**src/rtl/instr_fetch_unit.sv**
```systemverilog
// Instruction fetch unit: word reads over mem_rd/mem_ack, IR held for decode, PC advance/redirect.
// Optional read timeout fault is compiled in with `define FETCH_TIMEOUT_EN.
module instr_fetch_unit #(
  parameter logic [31:0] RESET_PC       = 32'h0000_0000,
  parameter int unsigned TIMEOUT_CYCLES = 64
) (
  input  logic        clk,
  input  logic        clr,
  input  logic        run,
  input  logic        redirect,
  input  logic [31:0] redirect_pc,
  output logic        mem_rd,
  output logic [31:0] mem_addr,
  input  logic        mem_ack,
  input  logic [31:0] mem_rdata,
  output logic [31:0] pc,
  output logic [31:0] ir,
  output logic        ir_valid,
  input  logic        ir_ready,
  output logic        fetch_fault,
  output logic [1:0]  dbg_state
);

  typedef enum logic [1:0] {
    IDLE  = 2'd0,
    REQ   = 2'd1,
    HOLD  = 2'd2,
    DRAIN = 2'd3
  } state_t;

  state_t      state;
  logic [31:0] pending_pc;
  logic [31:0] hold_next_pc;
  logic        timeout_hit;

  assign dbg_state    = state;
  assign hold_next_pc = redirect ? redirect_pc : pc + 32'd1;

`ifdef FETCH_TIMEOUT_EN
  logic [15:0] wait_cnt;
  logic        fault_q;

  // Counts cycles a read has been outstanding; restarts at each new read and on entering DRAIN.
  always_ff @(posedge clk or negedge clr) begin
    if (!clr) begin
      wait_cnt <= 16'd0;
    end else if (!mem_rd || (state == REQ && redirect && !mem_ack)) begin
      wait_cnt <= 16'd0;
    end else if (!mem_ack) begin
      wait_cnt <= wait_cnt + 16'd1;
    end
  end

  assign timeout_hit = mem_rd && !mem_ack && (wait_cnt == 16'(TIMEOUT_CYCLES - 1));

  always_ff @(posedge clk or negedge clr) begin
    if (!clr) begin
      fault_q <= 1'b0;
    end else if (timeout_hit) begin
      fault_q <= 1'b1;
    end
  end

  assign fetch_fault = fault_q;
`else
  assign timeout_hit = 1'b0;
  assign fetch_fault = 1'b0;
`endif

  // Decode handshake: ir_valid high means ir/pc hold an unconsumed instruction and stay
  // stable; the instruction is taken on any cycle with ir_valid & ir_ready (unless redirect).
  // Memory side: mem_rd/mem_addr are held until mem_ack; a read is never withdrawn.
  always_ff @(posedge clk or negedge clr) begin
    if (!clr) begin
      state      <= IDLE;
      pc         <= RESET_PC;
      ir         <= 32'd0;
      ir_valid   <= 1'b0;
      mem_rd     <= 1'b0;
      mem_addr   <= 32'd0;
      pending_pc <= 32'd0;
    end else if (timeout_hit) begin
      mem_rd <= 1'b0;
      state  <= IDLE;
    end else begin
      case (state)
        IDLE: begin
          if (redirect) begin
            pc <= redirect_pc;
          end else if (run && !fetch_fault) begin
            state    <= REQ;
            mem_rd   <= 1'b1;
            mem_addr <= pc;
          end
        end
        REQ: begin
          if (!mem_rd) begin
            // Reissue cycle after a discarded read.
            mem_rd <= 1'b1;
            if (redirect) begin
              pc       <= redirect_pc;
              mem_addr <= redirect_pc;
            end else begin
              mem_addr <= pc;
            end
          end else if (redirect && mem_ack) begin
            pc     <= redirect_pc;
            mem_rd <= 1'b0;
          end else if (redirect) begin
            pending_pc <= redirect_pc;
            state      <= DRAIN;
          end else if (mem_ack) begin
            ir       <= mem_rdata;
            ir_valid <= 1'b1;
            mem_rd   <= 1'b0;
            state    <= HOLD;
          end
        end
        HOLD: begin
          if (redirect || ir_ready) begin
            ir_valid <= 1'b0;
            pc       <= hold_next_pc;
            if (run) begin
              state    <= REQ;
              mem_rd   <= 1'b1;
              mem_addr <= hold_next_pc;
            end else begin
              state <= IDLE;
            end
          end
        end
        DRAIN: begin
          if (mem_ack) begin
            pc     <= redirect ? redirect_pc : pending_pc;
            mem_rd <= 1'b0;
            state  <= REQ;
          end else if (redirect) begin
            pending_pc <= redirect_pc;
          end
        end
        default: state <= IDLE;
      endcase
    end
  end

endmodule

```
**config.mk**
```make
export PLATFORM = sky130hd
export DESIGN_NAME = instr_fetch_unit
export DESIGN_NICKNAME = d
export VERILOG_FILES = /design/src/rtl/instr_fetch_unit.sv
export SDC_FILE = /design/constraint.sdc
export NUM_CORES = 1
export LEC_CHECK = 0
export CAP_MARGIN = 20
export CELL_PAD_IN_SITES_DETAIL_PLACEMENT = 1
export CELL_PAD_IN_SITES_GLOBAL_PLACEMENT = 1
export CORE_MARGIN = 2
export CORE_UTILIZATION = 25
export DETAILED_ROUTE_END_ITERATION = 12
export PLACE_DENSITY_LB_ADDON = 0.15
export SETUP_SLACK_MARGIN = 0.05
export SYNTH_ARGS = -nofsm -noshare
export SYNTH_HDL_FRONTEND = slang
export SYNTH_SLANG_ARGS = --single-unit
```
**constraint.sdc**
```tcl
create_clock -name clk -period 6.2 [get_ports clk]
set_input_delay 1.86 -clock clk [delete_from_list [all_inputs] [get_ports clk]]
set_output_delay 1.86 -clock clk [all_outputs]
set_load 0.05 [all_outputs]
```
# Yosys cells after proc, flatten, opt, wreduce, memory -nomap -nowiden
# Cells that the tools add are included.
[totals] output_inout_bits=101 register_bits=132 inputBits=70 elab_cells=82
[op_classes] bitwise=2 add_sub_neg=1 eq_ne=16 mux=43 reduce_logical=13
[ops] op="32-bit 2-to-1 mux" n=15
[ops] op="32-bit case mux with 4 select lines" n=1
[ops] op="32-bit case mux with 3 select lines" n=1
[ops] op="32-bit case mux with 2 select lines" n=1
[ops] op="32-bit by 1-bit adder with 32-bit output, second input constant" n=1
[ops] op="2-bit != test, second input constant" n=11
[ops] op="2-bit 2-to-1 mux" n=8
[ops] op="1-bit 2-to-1 mux" n=14
[ops] op="6-bit AND reduction" n=2
[ops] op="2-bit case mux with 4 select lines" n=1
[ops] op="7-bit AND reduction" n=1
[ops] op="3-bit != test, second input constant" n=2
[ops] op="3-bit AND reduction" n=2
[ops] op="5-bit AND reduction" n=1
[ops] op="2-bit equality test, second input constant" n=2
[ops] op="1-bit case mux with 4 select lines" n=1
[ops] op="4-bit AND reduction" n=1
[ops] op="2-bit nonzero test" n=2
[ops] op="3-bit nonzero test" n=1
[ops] op="2-bit by 1-bit equality test with 1-bit output, second input constant" n=1
[ops] op="2-bit zero test" n=1
[ops] op="1-bit NOT" n=2
[ops] op="1-bit case mux with 2 select lines" n=1
[ops] op="1-bit logical AND" n=1
[ops] op="1-bit logical OR" n=1

# Logic depth before layout (Yosys ltp)
# Gate-level depths: netlist of run 1.
[depth] ltp_word=5 ltp_mapped=10 ltp_nobuf=7

# Worst setup path before layout of run 1
# Ideal clock, no wire load.
[synth_timing] path_type="input to register" from="input port redirect" to="register mem_addr[21]" path_buffers=1 setup_ns=0.123 slack_ns=2.595 path_stages=6 arrival_time_ns=3.481 required_time_ns=6.077 path_cell_list="nand2b_1 > or4_1 > buf_2 > or4_4 > a31oi_1 > o21ai_1"
[synth_via] elab_chain_cells=4 word_cells_on_any_way=10 cone_classes="eq/ne (2); mux (6); reduce/logical (2)"
[synth_lines] item="from (decl)" line_no="10" rtl="input logic redirect,"
[synth_lines] item="32-bit 2-to-1 mux" line_no="37" rtl="assign hold_next_pc = redirect ? redirect_pc : pc + 32'd1;"
[synth_lines] item="32-bit 2-to-1 mux" line_no="123" rtl="if (run) begin"
[synth_lines] item="32-bit 2-to-1 mux" line_no="120" rtl="if (redirect || ir_ready) begin"
[synth_lines] item="32-bit case mux with 3 select lines" line_no="86" rtl="case (state)"
[synth_lines] item="to (signal assigned)" line_no="93" rtl="mem_addr <= pc;"
[synth_lines] item="to (signal assigned)" line_no="102" rtl="mem_addr <= redirect_pc;"
[synth_lines] item="to (signal assigned)" line_no="126" rtl="mem_addr <= hold_next_pc;"
[synth_lines] item="to (decl)" line_no="13" rtl="output logic [31:0] mem_addr,"
# Parallel ways exist; a longest one is shown, timed or not. The select of a mux whose other input is x is not followed.
# A chain may end at the register's enable or synchronous reset.

# Worst setup path after layout of run 1
[layout_timing] from="input port redirect" to="register pc[9]"
[layout_via] elab_chain_cells=3 word_cells_on_any_way=12 cone_classes="eq/ne (2); mux (7); reduce/logical (3)"
[layout_lines] item="32-bit 2-to-1 mux (tied with other cells)"
[layout_lines] item="32-bit 2-to-1 mux (tied with other cells)" line_no="133" rtl="if (mem_ack) begin"
[layout_lines] item="32-bit case mux with 4 select lines / 3-bit AND reduction (equally long branches)"
[layout_lines] item="to (signal assigned)" line_no="89" rtl="pc <= redirect_pc;"
[layout_lines] item="to (signal assigned)" line_no="101" rtl="pc <= redirect_pc;"
[layout_lines] item="to (signal assigned)" line_no="134" rtl="pc <= redirect ? redirect_pc : pending_pc;"
[layout_lines] item="to (decl)" line_no="16" rtl="output logic [31:0] pc,"
# Parallel ways exist; a longest one is shown, timed or not. The select of a mux whose other input is x is not followed.

==> results_dict.tcl, run 1 <==
set metrics [dict create \
    clkSinkCount 132 \
    max_slew_margin_pct 29.5 \
    final_area_um2 10900 \
    drt_iter0_markers 561 \
    syn_area_um2 8120 \
    grt_use_total_pct 19.9 \
    fmaxAchievable_mhz 232 \
    cellPowerDensity_nw_per_um2 683 \
    htreeDepth 4 \
    cp-end-kind "register" \
    rsz0062_at_grt "false" \
    vias_per_cell 5.33 \
    die_w_um 184 \
    grt_use_met3_pct 2.27 \
    synth_nets 961 \
    clock_tree.root_cell "clkbuf_16" \
    critical_path_required_ns 6.51 \
    crit_path_start_kind "primary input" \
    timing.rr.start "dbg_state[1]" \
    yosysWarnings 0 \
    hold_start "mem_addr[9]" \
    grt_pass1_vias 7885 \
    postCtsSetupRepairBufs 0 \
    final_max_slew_viol_count 0 \
    numPortBuffers 169 \
    rows 65 \
    worstMarginPinSlew_ns 1.06 \
    worstPathArrival_ns 4.62 \
    syn_inst 884 \
    wire_per_inst_um 23.1 \
    ys_ff_latch 132 \
    boundaryPins 171 \
    grt_max_degree 102 \
    fin_cells 1462 \
    first_pass_iters 5 \
    setup-tns-final_ns 0 \
    ys_types 69 \
    antenna_found_initial 0 \
    die-height_um 184 \
    fin_worst_skew_ns 0.0124 \
    crit_path_cell_trace "buf_4 > inv_1 > o21ai_0 > o21a_2 > nand2_1 > a221o_1" \
    top_usage_layer "met2" \
    num_vias 7797 \
    critPathMaxStageDelay_ns 0.68 \
    finalSetupViolCount 0 \
    worstPathMaxFanout 52 \
    layout-drive-gt1-share_pct 14.7 \
    route.antenna.remaining_nets 0 \
    path_class "primary input to register" \
    post-route-drc-count 0 \
    vdd_drop_max_v 0.000258 \
    place_area_um2 10200 \
    routed_wl_um 33800 \
    grt_use_met1_pct 28.2 \
    numCtsBuffers 17 \
    cts_tree "built" \
    area_growth_pct 34.2 \
    grt_pass1_wl_um 51000 \
    ys_seq_area_share_pct 40.7 \
    hold_viol 0 \
    cts_resized 0 \
    syn_area_per_cell_um2 9.18 \
    antenna_cells 0 \
    async_flop_share_pct 100 \
    hold_ws_ns 0.479 \
    cts.path.max_buffers 2 \
    met2_usage_pct 32.3 \
    period_share_pct 69.6 \
    slowest_stage "o21a_2" \
    core-area_um2 31800 \
    period_minus_slack_ns 4.31 \
    die-area_um2 33900 \
    dp_hpwl_um 23300 \
    power_leakage_nw 4.26 \
    synth_flop_cell "dfrtp_1" \
    gp_congestion 0.799 \
    dpl.cell_count 1428 \
    initial_utilization_pct 25.5 \
    gr-total-overflow 0 \
    postCtsHoldBufs 0 \
    outcome "finished, final reports clean" \
    maxCapViolCount 0 \
    final_nets 1092 \
    clkSlewWorstSetupHoldPaths_ns 0.06 \
    crit_path_start "redirect" \
    synth_edf_count 0 \
    worst_hold_path_type "register to register" \
    clkLatencyLatePin_ns 0.43 \
]
==> cells by family (layout without fill, tap and decap cells) <==
logic type / Yosys count / in the layout / synth area share (%)
DFF: 132 / 132 / 40.7
buffers and inverters: 102 / 245 / 5.10
adders and majority gates: 7 / 7 / 1.08
xor gates and xnor gates: 4 / 4 / 0.432
and+or+nand+nor: 261 / 261 / 15.5
AOI/OAI and AO/OA: 260 / 260 / 21.5
other: 1 / 1 / 0.0462
muxes: 117 / 117 / 15.7
==> critical path: cells and delay by family <==
kind | cells | cell delay [ns]
AOI/OAI and AO/OA | 3 | 1.36
buffers and inverters | 2 | 0.89
and+or+nand+nor | 1 | 0.46
==> per-stage QoR <==
stage	total power [W]	utilization (%)	setup slack (ns)
3_3_place_gp	0.00625	32.1	1.56
5_1_grt	0.00787	34.3	1.71
3_5_place_dp	0.00629	32.1	1.49
6_report	0.00744	34.3	1.89
2_1_floorplan	0.00465	-	2.60
4_1_cts	0.00749	34.1	1.95
==> area by class of cell <==
class,count,area [um2]
well taps,435,544
clock inverters,14,226
repair buffers,190,1870
clock buffers,17,425
inverters,24,90.1
multi-input cells,650,4430
flip-flops and latches,132,3300
fillers,3619,20900
==> flip-flops by register name, indices dropped and copies added (netlist names) <==
name and flops:
pc 32, ir 32, dbg_state 2, mem_addr 32
ir_valid 1, pending_pc 32, mem_rd 1
==> routing by layer <==
metal	wire, um	share of wire (%)
met1	16100	48
met2	16000	47
met3	1250	3.7
met4	440	1.3
met5	0	0
==> power breakdown <==
group	internal [W]	total, W	switching [W]
Combinational	0.00157	0.00448	0.00291
Sequential	0.00131	0.00179	0.000483
Clock	0.000719	0.00116	0.000442
Total	0.00360	0.00744	0.00384
==> path summary, 6_finish.rpt <==
path | endpoint | slack [ns] | cells past startpoint
worst max-delay path | pc[9] | 1.89 | 6
worst min-delay path | mem_addr[9] | 0.48 | 2
worst max register to register | mem_addr[17] | 2.43 | 9
worst min register to register | mem_addr[9] | 0.48 | 2
max in group asynchronous | ir_valid | 3.74 | 3
min in group asynchronous | pending_pc[23] | 1.28 | 1
==> synth_stat cells (10+ instances only) <==
cell / number / area (um2)
a21oi_1: 31 / 155
a221oi_1: 11 / 96.3
a31oi_1: 26 / 163
a41oi_1: 10 / 87.6
and3_1: 10 / 62.6
buf_2: 17 / 85.1
clkbuf_1: 49 / 184
dfrtp_1: 132 / 3300
inv_1: 23 / 86.3
mux2_2: 81 / 912
mux2i_1: 36 / 360
nand2_1: 93 / 349
nand3_1: 22 / 110
nand4_1: 12 / 75.1
nor2_1: 57 / 214
nor3_1: 14 / 70.1
o211ai_1: 10 / 75.1
o21ai_0: 76 / 380
o31ai_1: 10 / 75.1
==> layout by cell type (no fill, tap or decap), types with 10 or more instances in the layout <==
cell type / n
o21ai_0: 76
a41oi_1: 10
buf_4: 20
a21oi_1: 31
nor3_1: 14
a221oi_1: 11
clkdlybuf4s50_1: 167
mux2_2: 81
inv_1: 23
clkbuf_16: 17
nand3_1: 22
a31oi_1: 26
mux2i_1: 36
o211ai_1: 10
nand2_1: 93
nand4_1: 12
o31ai_1: 10
dfrtp_1: 132
and3_1: 10
nor2_1: 57
Note: power is estimated with default switching activity, not from simulation.
==> run 2: changes to the inputs <==
==> constraint.sdc (replaced) <==
create_clock -name clk -period 4.17 [get_ports clk]
set_input_delay 1.251 -clock clk [delete_from_list [all_inputs] [get_ports clk]]
set_output_delay 1.251 -clock clk [all_outputs]
set_load 0.05 [all_outputs]
==> run 2 against run 1 <==
- setup slack got worse by 1.0 ns
- combinational power rose by 52%
- die area did not move
- sequential power rose by 47%
- wire length fell by 0.32%
- cell area rose by 0.15%
- via count fell by 0.46%
- clock skew fell by 0.0010 ns
- critical endpoint is now pc[2]
==> results_dict.tcl, run 2 (synthesized netlist as in run 1, its figures left out) <==
set metrics [dict create \
    hold_viol 0 \
    cellPowerDensity_nw_per_um2 1010 \
    pwr-share-seq_pct 23.9 \
    power_leakage_nw 4.28 \
    cp-end-kind "output port" \
    worstMarginPinSlew_ns 0.890 \
    first_pass_iters 5 \
    worstPathMaxFanout 12 \
    final_cell_mix "clkdlybuf4s50_1, dfrtp_1, nand2_1" \
    internal-power_w 0.00525 \
    wl_met1_um 16200 \
    grt_max_degree 93 \
    wl_met2_um 15700 \
    crit_path_cell_trace "clkdlybuf4s50_1" \
    drt_iter0_markers 565 \
    routed_wl_um 33700 \
    die-height_um 184 \
    antenna_found_initial 1 \
    fill_cells 3639 \
    postCtsHoldBufs 0 \
    initial_utilization_pct 25.5 \
    path_class "register to output port" \
    r2r-end "mem_addr[17]" \
    worst_slack_ns 0.861 \
    final_max_slew_viol_count 0 \
    critPathMaxStageDelay_ns 0.97 \
    dpl.cell_count 1439 \
    numPortBuffers 169 \
    final_area_um2 10900 \
    area_growth_pct 34.4 \
    wire_per_inst_um 22.9 \
    r2r_cells 9 \
    clkSinkCount 132 \
    final_nets 1100 \
    gr-total-overflow 0 \
    worstPathArrival_ns 2.06 \
    die_w_um 184 \
    core-area_um2 31800 \
    grt_pass1_vias 8139 \
    die-area_um2 33900 \
    crit_path_start_kind "register" \
    fin_cells 1472 \
    timing.rr.start "dbg_state[0]" \
    vias_per_cell 5.27 \
    whs_path_depth 1 \
    period_minus_slack_ns 3.31 \
    dp_hpwl_um 23300 \
    vdd_drop_max_v 0.000573 \
    hold_start "mem_addr[10]" \
    r2r_slack_ns 1.20 \
    cts_resized 0 \
    clkSlewWorstSetupHoldPaths_ns 0.07 \
    fmaxAchievable_mhz 302 \
    post-route-drc-count 0 \
    clock_tree.root_cell "clkbuf_16" \
    num_vias 7761 \
    rsz0062_at_grt "false" \
    grt_use_total_pct 20.1 \
    htreeDepth 4 \
    cp_num_buf_inv 1 \
    maxCapViolCount 0 \
    clkLatencyLatePin_ns 0.43 \
    grt_pass1_wl_um 51600 \
    route.antenna.remaining_nets 0 \
    wl_met3_um 1420 \
    setup-tns-final_ns 0 \
    pre_cts_slack_ns 0.798 \
    gp_congestion 0.803 \
    finalSetupViolCount 0 \
    fin_worst_skew_ns 0.0113 \
    postCtsSetupRepairBufs 0 \
    max_slew_margin_pct 40.7 \
    final_common_cell "clkdlybuf4s50_1" \
    cpLargestDelayFamily "buffers and inverters" \
    rows 65 \
    highest_layer "met4" \
    crit_cells 1 \
    cts_tree "built" \
    period_share_pct 79.4 \
    cts.path.max_buffers 2 \
    worst_hold_path_type "register to register" \
    hold_ws_ns 0.486 \
    slowest_stage "clkdlybuf4s50_1" \
    power.switching_w 0.00576 \
    critical_path_required_ns 2.92 \
    layout-drive-gt1-share_pct 15.4 \
    boundaryPins 171 \
    switching_share_pct 52.3 \
    p_clk_share_pct 14.5 \
    hold_end "mem_addr[10]" \
    place_area_um2 10300 \
    p_comb_share_pct 61.6 \
    numCtsBuffers 17 \
    outcome "finished, final reports clean" \
]
[run 2: changes by cell type in the layout (fill, tap and decap cells not counted), moves of 2 or more]
cell / change
buf_12: +2
buf_4: +8
bufinv_16: -3
clkinv_4: +2
[run 2: power by group through the flow]
stage | combinational [W] | clock, W | sequential [W]
after detailed placement | 0.00682 | 0 | 0.00264
after floorplan | 0.00292 | 0 | 0.00399
after global routing | 0.00727 | 0.00169 | 0.00273
final | 0.00679 | 0.00160 | 0.00263
after global placement | 0.00675 | 0 | 0.00264
after CTS | 0.00684 | 0.00164 | 0.00262
[run 2: worst max-delay path by stage]
stage,start,to,slack [ns]
global placement,redirect,mem_addr[21],0.84
CTS,pc[2],pc[2],0.88
finish,pc[2],pc[2],0.86
detailed placement,redirect,mem_addr[21],0.80
global route,pc[2],pc[2],0.84
floorplan,redirect,mem_addr[21],1.17
[run 2: through the flow]
step                power [W]  util, %
finish                 0.0110     34.3
floorplan             0.00691        -
detailed placement    0.00946     32.4
CTS                    0.0111     34.3
global placement      0.00938     32.4
global route           0.0117     34.3
[run 2: cell type report]
type                       instances  area [um2]  share of cell area, %
antenna                            1        2.50                 0.0229
clock buffer                      18         439                   4.03
clock inverter                    14         166                   1.53
inverter                          24        90.1                  0.826
multi-input combinational        650        4430                   40.6
sequential                       132        3300                   30.3
tap                              435         544                   4.99
timing repair buffer             198        1930                   17.7
[run 2: routing by layer]
layer / global-route usage [%] / up-vias
li1: - / 3571
met1: 28.8 / 3968
met2: 32.0 / 193
met3: 2.57 / 29
met4: 5.34 / 0
met5: 0 / -
==> run 3: changes to the inputs <==
==> constraint.sdc (replaced) <==
create_clock -name clk -period 3.2 [get_ports clk]
set_input_delay 0.96 -clock clk [delete_from_list [all_inputs] [get_ports clk]]
set_output_delay 0.96 -clock clk [all_outputs]
set_load 0.05 [all_outputs]
==> run 3 against run 2 <==
- first-iteration DRC count is 16% higher
- largest power group unchanged
- clock-buffer cell count increased by 1
- non-clock buffer count grew 21
- clock skew decreased by 0.00069 ns
- flip-flop and latch count unchanged
- sequential share of layout area shrank 0.67 points
- worst hold slack got worse by 0.0052 ns
- register-to-register slack worse by 0.70 ns
- final cell count grew 1.4%
==> results_dict.tcl, run 3 (synthesized netlist as in run 1, its figures left out) <==
set metrics [dict create \
    clkLatencyLatePin_ns 0.43 \
    cpLargestDelayFamily "buffers and inverters" \
    final_nets 1121 \
    internal-power_w 0.00723 \
    layout-drive-gt1-share_pct 16.9 \
    p_clk_share_pct 15.4 \
    area_growth_pct 37.4 \
    worstMarginPinSlew_ns 0.823 \
    numCtsBuffers 17 \
    post-route-util_pct 35.1 \
    antenna_cells 0 \
    core-area_um2 31800 \
    outcome "finished, final reports clean" \
    postCtsSetupRepairBufs 0 \
    postCtsHoldBufs 0 \
    worstPathArrival_ns 2.05 \
    final_max_slew_viol_count 0 \
    die_w_um 184 \
    cp_num_buf_inv 1 \
    cts_resized 0 \
    grt_pass1_wl_um 51900 \
    first_pass_iters 6 \
    grt_use_total_pct 20.3 \
    period_share_pct 94.0 \
    worst_hold_path_type "primary input to async pin" \
    numPortBuffers 169 \
    timing.rr.start "dbg_state[1]" \
    r2r-end "pc[5]" \
    cellPowerDensity_nw_per_um2 1320 \
    final_common_cell "clkdlybuf4s50_1" \
    rsz0062_at_grt "false" \
    finalSetupViolCount 0 \
    maxCapViolCount 0 \
    clkSlewWorstSetupHoldPaths_ns 0.07 \
    fmaxAchievable_mhz 332 \
    die-height_um 184 \
    gp_congestion 0.848 \
    antenna_found_initial 1 \
    slowest_stage "clkdlybuf4s50_1" \
    initial_utilization_pct 25.5 \
    crit_path_start_kind "register" \
    critical_path_required_ns 2.24 \
    power.switching_w 0.00754 \
    rows 65 \
    cts.path.max_buffers 2 \
    pwr-share-seq_pct 22.5 \
    vdd_drop_max_v 0.000458 \
    dp_hpwl_um 24100 \
    crit_path_cell_trace "clkdlybuf4s50_1" \
    fill_cells 3616 \
    r2r_slack_ns 0.50 \
    boundaryPins 171 \
    vias_per_cell 5.30 \
    post-route-drc-count 0 \
    grt_max_degree 62 \
    p_comb_share_pct 62.1 \
    grt_pass1_vias 8023 \
    period_minus_slack_ns 3.01 \
    fin_worst_skew_ns 0.0107 \
    power_leakage_nw 4.42 \
    worstPathMaxFanout 12 \
    drt_iter0_markers 656 \
    critPathMaxStageDelay_ns 0.96 \
    num_vias 7909 \
    hold_viol 0 \
    final_cell_mix "clkdlybuf4s50_1, dfrtp_1, nand2_1" \
    clkSinkCount 132 \
    path_class "register to output port" \
    wire_per_inst_um 22.8 \
    die-area_um2 33900 \
    max_slew_margin_pct 45.1 \
    clock_tree.root_cell "clkbuf_16" \
    htreeDepth 4 \
    cp-end-kind "output port" \
    switching_share_pct 51.0 \
    route.antenna.remaining_nets 0 \
    setup-tns-final_ns 0 \
    gr-total-overflow 0 \
    r2r_cells 9 \
    cts_tree "built" \
    routed_wl_um 34000 \
]
-- run 3: cell types whose count changed in the layout (fill, tap and decap cells not counted) --
cell       change
inv_8          -1
clkbuf_1       +1
clkinv_4       -2
buf_4         +18
buf_12         +3
ha_2           -1
ha_1           +1
inv_6          -1
diode_2        -1
bufinv_16      +3
-- run 3: worst max path at each step --
stage	end	depth (start not counted)	slack, ns	startpoint
4_1_cts	pc[2]	1	0.19	pc[2]
5_1_grt	pc[2]	1	0.14	pc[2]
3_3_place_gp	mem_addr[21]	6	0.27	redirect_pc[21]
6_report	pc[2]	1	0.19	pc[2]
2_1_floorplan	mem_addr[21]	6	0.50	redirect
3_5_place_dp	mem_addr[26]	8	0.21	redirect
-- run 3: layer usage --
metal,vias to the layer above,track usage (%),share of wire [%]
li1,3618,-,-
met1,4097,29.2,48
met4,0,3.78,0.73
met5,-,0,0
met2,179,32.9,48
met3,15,2.39,3.2
-- run 3: layout make-up --
class	count	area, um2	area share (%)
clock buffer	19	443	3.97
clock inverter	13	219	1.96
inverter	24	90.1	0.807
multi-input combinational	650	4430	39.7
sequential	132	3300	29.6
tap	435	544	4.88
timing repair buffer	219	2130	19.1
-- run 3: stage by stage --
step | worst slack (ns) | total power, W | hold slack (ns) | instances | area, um2
after global routing | 0.144 | 0.0157 | 0.499 | 1492 | 11200
after floorplan | 0.495 | 0.00901 | 0.473 | 884 | 8120
after global placement | 0.275 | 0.0124 | 0.475 | 1460 | 10500
after CTS | 0.195 | 0.0149 | 0.490 | 1492 | 11200
after detailed placement | 0.206 | 0.0125 | 0.475 | 1460 | 10500
final | 0.192 | 0.0148 | 0.480 | 1492 | 11200
-- run 3: power groups by stage --
stage	logic [W]	registers, W	clock network, W
floorplan	0.00381	0.00520	0
global placement	0.00909	0.00335	0
detailed placement	0.00917	0.00335	0
CTS	0.00921	0.00333	0.00234
global route	0.00980	0.00346	0.00241
finish	0.00917	0.00332	0.00228
